## src/rtl/sprite_rom_arbiter_if.sv

```systemverilog
// Bus bundle between the sprite requesters / image BROM and the ROM read arbiter.
interface sprite_rom_arbiter_if #(
    parameter int unsigned NUM_REQ    = 4,
    parameter int unsigned ADDR_WIDTH = 17,
    parameter int unsigned DATA_WIDTH = 8
);
    logic [NUM_REQ-1:0]            req_valid_in;
    logic [NUM_REQ*ADDR_WIDTH-1:0] req_addr_in;
    logic [NUM_REQ-1:0]            req_ready_out;
    logic [ADDR_WIDTH-1:0]         rom_addr_out;
    logic                          rom_en_out;
    logic [DATA_WIDTH-1:0]         rom_data_in;
    logic [NUM_REQ-1:0]            rsp_valid_out;
    logic [DATA_WIDTH-1:0]         rsp_data_out;
    logic [15:0]                   stall_count_out;

    // Arbiter side
    modport slave (
        input  req_valid_in,
        input  req_addr_in,
        input  rom_data_in,
        output req_ready_out,
        output rom_addr_out,
        output rom_en_out,
        output rsp_valid_out,
        output rsp_data_out,
        output stall_count_out
    );

    // Requester / BROM side
    modport master (
        output req_valid_in,
        output req_addr_in,
        output rom_data_in,
        input  req_ready_out,
        input  rom_addr_out,
        input  rom_en_out,
        input  rsp_valid_out,
        input  rsp_data_out,
        input  stall_count_out
    );
endinterface

```

## src/rtl/sprite_rom_arbiter.sv

```systemverilog
// Round-robin arbiter sharing one fixed-latency image BROM among sprite requesters.
// Grants are combinational in the request cycle; a tag pipeline routes each
// returned word back to the requester that issued the read.
module sprite_rom_arbiter #(
    parameter int unsigned NUM_REQ      = 4,
    parameter int unsigned ADDR_WIDTH   = 17,
    parameter int unsigned DATA_WIDTH   = 8,
    parameter int unsigned READ_LATENCY = 2
) (
    input  logic                 pixel_clk_in,
    input  logic                 rst_in,
    sprite_rom_arbiter_if.slave  bus
);
    localparam int unsigned PTR_W   = (NUM_REQ > 1) ? $clog2(NUM_REQ) : 1;
    localparam int unsigned STALL_W = 16;

    logic [PTR_W-1:0]      rr_ptr;
    logic [NUM_REQ-1:0]    tag [READ_LATENCY];
    logic [STALL_W-1:0]    stall_cnt;

    logic [ADDR_WIDTH-1:0] req_addr [NUM_REQ];
    logic [NUM_REQ-1:0]    grant;
    logic                  grant_any;
    logic [PTR_W-1:0]      grant_idx;
    logic [ADDR_WIDTH-1:0] grant_addr;
    logic [PTR_W-1:0]      ptr_nxt;
    logic                  stall_hit;

    // Unpack the flat requester address bus
    for (genvar g = 0; g < int'(NUM_REQ); g++) begin : g_addr
        assign req_addr[g] = bus.req_addr_in[g*ADDR_WIDTH +: ADDR_WIDTH];
    end

    // Search from rr_ptr upward with wrap; first valid requester wins
    always_comb begin
        logic [PTR_W:0]   sum;
        logic [PTR_W-1:0] idx;
        grant      = '0;
        grant_any  = 1'b0;
        grant_idx  = '0;
        grant_addr = '0;
        sum        = '0;
        idx        = '0;
        for (int unsigned off = 0; off < NUM_REQ; off++) begin
            sum = {1'b0, rr_ptr} + (PTR_W+1)'(off);
            if (sum >= (PTR_W+1)'(NUM_REQ)) begin
                sum = sum - (PTR_W+1)'(NUM_REQ);
            end
            idx = PTR_W'(sum);
            if (!grant_any && bus.req_valid_in[idx]) begin
                grant_any  = 1'b1;
                grant_idx  = idx;
                grant[idx] = 1'b1;
                grant_addr = req_addr[idx];
            end
        end
        if (rst_in) begin
            grant      = '0;
            grant_any  = 1'b0;
            grant_addr = '0;
        end
    end

    // Next pointer sits just past the winner; contention when any valid is not granted
    always_comb begin
        ptr_nxt = '0;
        if (grant_idx != PTR_W'(NUM_REQ - 1)) begin
            ptr_nxt = grant_idx + 1'b1;
        end
        stall_hit = |(bus.req_valid_in & ~grant);
    end

    // Pointer, in-flight tag pipeline and saturating stall counter
    always_ff @(posedge pixel_clk_in) begin
        if (rst_in) begin
            rr_ptr    <= '0;
            stall_cnt <= '0;
            for (int k = 0; k < int'(READ_LATENCY); k++) begin
                tag[k] <= '0;
            end
        end else begin
            if (grant_any) begin
                rr_ptr <= ptr_nxt;
            end
            tag[0] <= grant;
            for (int k = 1; k < int'(READ_LATENCY); k++) begin
                tag[k] <= tag[k-1];
            end
            if (stall_hit && (stall_cnt != '1)) begin
                stall_cnt <= stall_cnt + 1'b1;
            end
        end
    end

    assign bus.req_ready_out   = grant;
    assign bus.rom_en_out      = grant_any;
    assign bus.rom_addr_out    = grant_addr;
    assign bus.rsp_valid_out   = tag[READ_LATENCY-1];
    assign bus.rsp_data_out    = (|tag[READ_LATENCY-1]) ? bus.rom_data_in : '0;
    assign bus.stall_count_out = stall_cnt;
endmodule

```

## src/flat_wrapper.sv

```systemverilog
// flat-port wrapper written by rule: the top's interface ports become plain ports
module sprite_rom_arbiter_flat 
#(
    parameter int unsigned NUM_REQ      = 4,
    parameter int unsigned ADDR_WIDTH   = 17,
    parameter int unsigned DATA_WIDTH   = 8,
    parameter int unsigned READ_LATENCY = 2
)
  (pixel_clk_in, rst_in, bus_req_valid_in, bus_req_addr_in, bus_rom_data_in, bus_req_ready_out, bus_rom_addr_out, bus_rom_en_out, bus_rsp_valid_out, bus_rsp_data_out, bus_stall_count_out);
  sprite_rom_arbiter_if #(.NUM_REQ(NUM_REQ), .ADDR_WIDTH(ADDR_WIDTH), .DATA_WIDTH(DATA_WIDTH)) bus_i ();
  input  logic pixel_clk_in;
  input  logic rst_in;
  input wire logic [$bits(bus_i.req_valid_in)-1:0] bus_req_valid_in;
  input wire logic [$bits(bus_i.req_addr_in)-1:0] bus_req_addr_in;
  input wire logic [$bits(bus_i.rom_data_in)-1:0] bus_rom_data_in;
  output wire logic [$bits(bus_i.req_ready_out)-1:0] bus_req_ready_out;
  output wire logic [$bits(bus_i.rom_addr_out)-1:0] bus_rom_addr_out;
  output wire logic [$bits(bus_i.rom_en_out)-1:0] bus_rom_en_out;
  output wire logic [$bits(bus_i.rsp_valid_out)-1:0] bus_rsp_valid_out;
  output wire logic [$bits(bus_i.rsp_data_out)-1:0] bus_rsp_data_out;
  output wire logic [$bits(bus_i.stall_count_out)-1:0] bus_stall_count_out;
  assign bus_i.req_valid_in = bus_req_valid_in;
  assign bus_i.req_addr_in = bus_req_addr_in;
  assign bus_i.rom_data_in = bus_rom_data_in;
  assign bus_req_ready_out = bus_i.req_ready_out;
  assign bus_rom_addr_out = bus_i.rom_addr_out;
  assign bus_rom_en_out = bus_i.rom_en_out;
  assign bus_rsp_valid_out = bus_i.rsp_valid_out;
  assign bus_rsp_data_out = bus_i.rsp_data_out;
  assign bus_stall_count_out = bus_i.stall_count_out;
  sprite_rom_arbiter #(.NUM_REQ(NUM_REQ), .ADDR_WIDTH(ADDR_WIDTH), .DATA_WIDTH(DATA_WIDTH), .READ_LATENCY(READ_LATENCY)) u_core (.pixel_clk_in(pixel_clk_in), .rst_in(rst_in), .bus(bus_i));
endmodule
```

## config.mk

```make
export PLATFORM = sky130hd
export DESIGN_NAME = sprite_rom_arbiter_flat
export DESIGN_NICKNAME = d
export VERILOG_FILES = /design/src/rtl/sprite_rom_arbiter_if.sv /design/src/rtl/sprite_rom_arbiter.sv /design/src/flat_wrapper.sv
export SDC_FILE = /design/constraint.sdc
export NUM_CORES = 1
export LEC_CHECK = 0
export BUFFER_PORTS_ARGS = -buffer_cell sky130_fd_sc_hd__buf_4
export CAP_MARGIN = 20
export CORE_MARGIN = 4
export CORE_UTILIZATION = 48
export CTS_BUF_LIST = sky130_fd_sc_hd__clkbuf_8
export CTS_CLUSTER_DIAMETER = 60
export DETAILED_ROUTE_END_ITERATION = 8
export HOLD_SLACK_MARGIN = 0.05
export MAX_ROUTING_LAYER = met4
export PLACE_DENSITY = 0.8
export SLEW_MARGIN = 0
export SYNTH_ARGS = -nofsm -noshare
export SYNTH_HDL_FRONTEND = slang
export SYNTH_SLANG_ARGS = --single-unit
```

## constraint.sdc

```tcl
create_clock -name pixel_clk_in -period 3.65 [get_ports pixel_clk_in]
set_input_delay 0.73 -clock pixel_clk_in [delete_from_list [all_inputs] [get_ports pixel_clk_in]]
set_output_delay 0.73 -clock pixel_clk_in [all_outputs]
set_load 0.02 [all_outputs]
```

; ---- After elaboration in Yosys (flattened, before gate mapping)
; Memory sizes are Yosys's and may differ from the RTL's.
; Cells that the tools add are included.
[op_classes]
addsub = 9
order_cmp = 16
n_eq_ne = 2
mux = 58
bitwise_logic = 11
n_reduce_logical = 13
[ops]
columns = op, n
row1 = $mux 17, 13
row2 = $bmux 17 s2, 4
row3 = $mux 4, 7
row4 = $ge 3x3->1 const B, 7
row5 = $mux 2, 9
row6 = $add 16x1->16 const B, 1
row7 = $mux 1, 16
row8 = $ne 16x16->1 const B, 1
row9 = $lt 2x3->1 const B, 4
row10 = $not 2->3, 4
row11 = $or 4x4->4, 3
row12 = $bmux 1 s2, 4
row13 = $demux 1 s2, 4
row14 = $ge 2x1->1 const B, 4
row15 = $logic_and 1x1->1, 8
row16 = $mux 8, 1
row17 = $reduce_or 4->1, 2
row18 = $sub 2x1->2 const B, 4
row19 = $add 2x2->3 const B, 2
row20 = $and 4x4->4, 1
row21 = $not 4->4, 1
row22 = $add 2x1->3 const B, 1
row23 = $ge 2x3->1 const B, 1
row24 = $logic_not 1->1, 3
row25 = other kinds (3), 4
[totals]
reg_bits = 18
mem_bits_rw = 8
input_bits = 82
output_inout_bits = 50
wordCells = 112
n_memories = 1
[mem_list]
columns = memory, depth, width, read_ports, rd_clocked_by_memory_dff, write_ports, line_no
row1 = u_core.tag, 2, 4, 2, 0, 2, sprite_rom_arbiter.sv:18  ; logic [NUM_REQ-1:0] tag [READ_LATENCY];

; ---- Logic depth before layout (Yosys ltp)
[logic_depth]
ltp_word = 19
depth_mapped = 13

; ---- Least setup slack after synthesis
; Ideal clock, no wire load.
[synth_path]
path_kind = flip-flop to output port
startpoint = register u_core.rr_ptr[1]
endpoint = output bus_rom_addr_out[0]
arrival_time_ns = 3.393
required_time_ns = 2.920
path_slack_ns = -0.473
stages_incl_launch_ff = 12
path_cell_list = dfxtp_1 > clkbuf_1 > inv_1 > clkbuf_1 > ha_1 > buf_2 > mux4_2 > nor4b_4 > clkbuf_1 > clkbuf_1 > nand2_1 > a31oi_1
[synth_between]
elab_chain_cells = 15
elab_cells_between_ends = 53
classes_between = 7 x add/sub / 4 x order compare / 32 x mux / 4 x bitwise / 6 x reduce/logical
[synth_lines]
columns = item, line_no
row1 = "start, declared", sprite_rom_arbiter.sv:17  ; logic [PTR_W-1:0] rr_ptr;
row2 = "start signal, assigned", sprite_rom_arbiter.sv:83  ; rr_ptr <= ptr_nxt;
row3 = "parallel branches: the longest is 13 deep, another holds $add 2x1->3", n/a
row4 = $mux 17 *, sprite_rom_arbiter.sv:50  ; if (!grant_any && bus.req_valid_in[idx]) begin
row5 = $mux 17 *, sprite_rom_arbiter.sv:57  ; if (rst_in) begin
row6 = "end, declared", flat_wrapper.sv:17  ; output wire logic [$bits(bus_i.rom_addr_out)-1:0] bus_rom_addr_out;
; Mark *: on every way between the ends. The select of a mux whose other input is x is not followed.

==> impl_metrics.toml <==
[finish]
stdcell_count = 621
synthToLayoutAreaGrowth_pct = 34.2
drive_gt1_share_pct = 51.1
final_util_pct = 67.6
nNetsFinal = 608
num_antenna_cells = 0

[global_routing]
grt_util_all_layers_pct = 25.1
grt_overflow = 0
grt_pass1_vias = 4053
antenna_found_initial = 0
grt_start_max_net_pins = 47
grt_pass1_wl_um = 20100

[drt]
finalWirelength_um = 12000
drtIter0Drc = 294
post-route-drc-count = 0
ant_nets = 0
vias = 4104
avgViaCountPerCell = 6.61
drt-pass1-iter-count = 5
wire_per_inst_um = 19.3

[floorplan]
dieArea_sq_um = 9750
start_util_pct = 50.4
io_pins = 132
die_height_um = 98.7
chipWidth_um = 98.7
row_count = 32
core_sq_um = 7850

[logic_synthesis]
syn_avg_cell_area_sq_um = 9.78
yosysSeqAreaShare_pct = 13.2
yosysTopAreaCellShare_pct = 33.1
ys_warn_count = 0
yosysTopAreaCell = "mux4_2"
syn_inst = 404
synth_edf_count = 0
synth.distinct_cells = 53
synthesis.nets = 492
synthesis.area_sq_um = 3950
synth-main-ff-cell = "dfxtp_1"
synth_most_common_cell = "mux4_2"
ys_top_cells_by_count = "58 x mux4_2, 35 x nor2_1, 26 x dfxtp_1"
ys_ff_latch = 26
ys_top_cells_by_area = "mux4_2 33%, dfxtp_1 13%, mux2_2 5.1%"
ys_async_sr_fraction_pct = 0

[placement]
hpwlAfterDp_um = 8760
portBuffers = 131
gp_congestion = 0.909
dp.cells = 610

[min_path]
hold_depth = 1
hold_class = "register to register"

[clock_tree]
insertion_delay_ns = 0.27
htreeDepth = 1
cts-root-buf = "clkbuf_8"
numCtsBuffers = 3
cts_buffer_depth = 2
cts_tree = "yes"
clk_pin_slew_ns = 0.09
clock-sinks = 26

[timing]
fmax_mhz = 279
skew_ns = 0.00114
slew_headroom_pct = 58.3
hold_violations = 0
setup_viol = 0
worst_slew_pin_slew_ns = 0.623
fin_tns_setup_ns = 0
period_needed_ns = 3.59
slew_violations = 0
rsz0062_at_grt = "false"
period_share_pct = 98.2
hold_slack_ns = 0.442

[power_and_ir_drop]
max-vdd-ir-drop_mv = 0.395
p_leak_uw = 0.00203
power_per_cell_area_nw_per_um2 = 712

[critical_path]
start_kind = "register"
end_kind = "output port"
r2r.worst_path.cells = 10
worstPathArrival_ns = 2.86
path_max_fanout = 10
critical_path_required_ns = 2.92
worstSetupPathType = "register to output port"

[flow_run]
maxCapViolations = 0

[outcome]
outcome = "complete, no violations"
## worst paths after layout
path	startpoint	endpoint	slack [ns]
worst min register to register	u_core.tag[0][0]	u_core.tag[0][4]	0.44
worst min-delay path	u_core.tag[0][0]	u_core.tag[0][4]	0.44
worst max register to register	register	u_core.bus.stall_count_out[9]	0.28
worst max-delay path	register	bus_rom_addr_out[15]	0.06
## critical path: stages (launching register included)
cell,delay (ns)
dfxtp_4,0.39
inv_1,0.13
ha_4,0.37
mux2i_1,0.30
mux2_2,0.30
nor2_1,0.06
buf_4,0.17
a222oi_1,0.55
a31oi_4,0.13
buf_4,0.18
## metrics by stage
stage               area [sq um]  total power (uW)  setup WS, ns
global placement            5120              3330         0.249
finish                      5300              3780        0.0643
detailed placement          5120              3370         0.172
global route                5300              4040       0.00177
floorplan                   4070              2660        0.0100
CTS                         5260              3730        0.0536
## sequential cells by signal (all words and copies together) (netlist names), named ones only
name / flops
u_core.bus.stall_count_out: 16
u_core.tag: 8
u_core.rr_ptr: 1
## layout make-up
class,count,area (sq um)
timing repair buffer,155,1230
multi-input combinational,324,3310
sequential,26,524
clock buffer,3,41.3
tap,102,128
inverter,10,37.5
fill,611,2550
clock inverter,1,30.0
## layout by cell type, fill, tap and decap left out, types with 3 or more instances in the layout
| cell type | n |
|---|---|
| buf_4 | 148 |
| mux4_2 | 58 |
| nor2_1 | 32 |
| dfxtp_1 | 25 |
| nand2_1 | 20 |
| mux2_2 | 18 |
| a21oi_1 | 18 |
| nor2b_1 | 17 |
| nand2b_1 | 15 |
| nor3_1 | 11 |
| inv_1 | 10 |
| a221oi_1 | 10 |
| o211ai_1 | 9 |
| a31o_2 | 8 |
| mux2i_1 | 7 |
| o22ai_1 | 7 |
| a222oi_1 | 7 |
| a31oi_4 | 7 |
| and3_1 | 6 |
| nand3_1 | 6 |
| or3_1 | 5 |
| nor4_1 | 5 |
| ha_1 | 5 |
| a311oi_1 | 4 |
| or4_1 | 4 |
| a211o_1 | 3 |
| nor2_2 | 3 |
| o21ai_0 | 3 |
| mux2_4 | 3 |
| o41ai_1 | 3 |
| clkbuf_8 | 3 |
| buf_6 | 3 |
## metal layers
metal	global-route usage [%]	vias up	share of wire, %
li1	-	1877	-
met3	2.69	17	7.5
met5	-	-	0
met1	33.2	2008	41
met4	5.88	0	1.6
met2	41.6	202	50
## cells by family after synthesis
family,after synthesis,share of synthesized area (%)
flops,26,13.2
simple gates,137,19.4
mux,86,41.1
fa+ha+maj,6,1.90
xor+xnor,2,0.443
buf+inv,54,6.33
compound gates,93,17.7
## report_power, final
group / leakage [uW] / internal (uW) / total [uW] / switching, uW
Combinational: 0.00178 / 1580 / 3170 / 1590
Clock: 0.0000357 / 147 / 239 / 92.6
Sequential: 0.000212 / 334 / 364 / 29.6
Total: 0.00203 / 2060 / 3780 / 1720
## repair_timing
| action | CTS | global route |
|---|---|---|
| pin swaps | 0 | 1 |
| buffers inserted | 3 | 2 |
| resized for setup | 3 | 3 |
| cloned | 1 | 0 |
| endpoints found under the setup margin | 17 | 17 |
| hold buffers | 0 | 0 |
(Power assumes the default switching activity.)
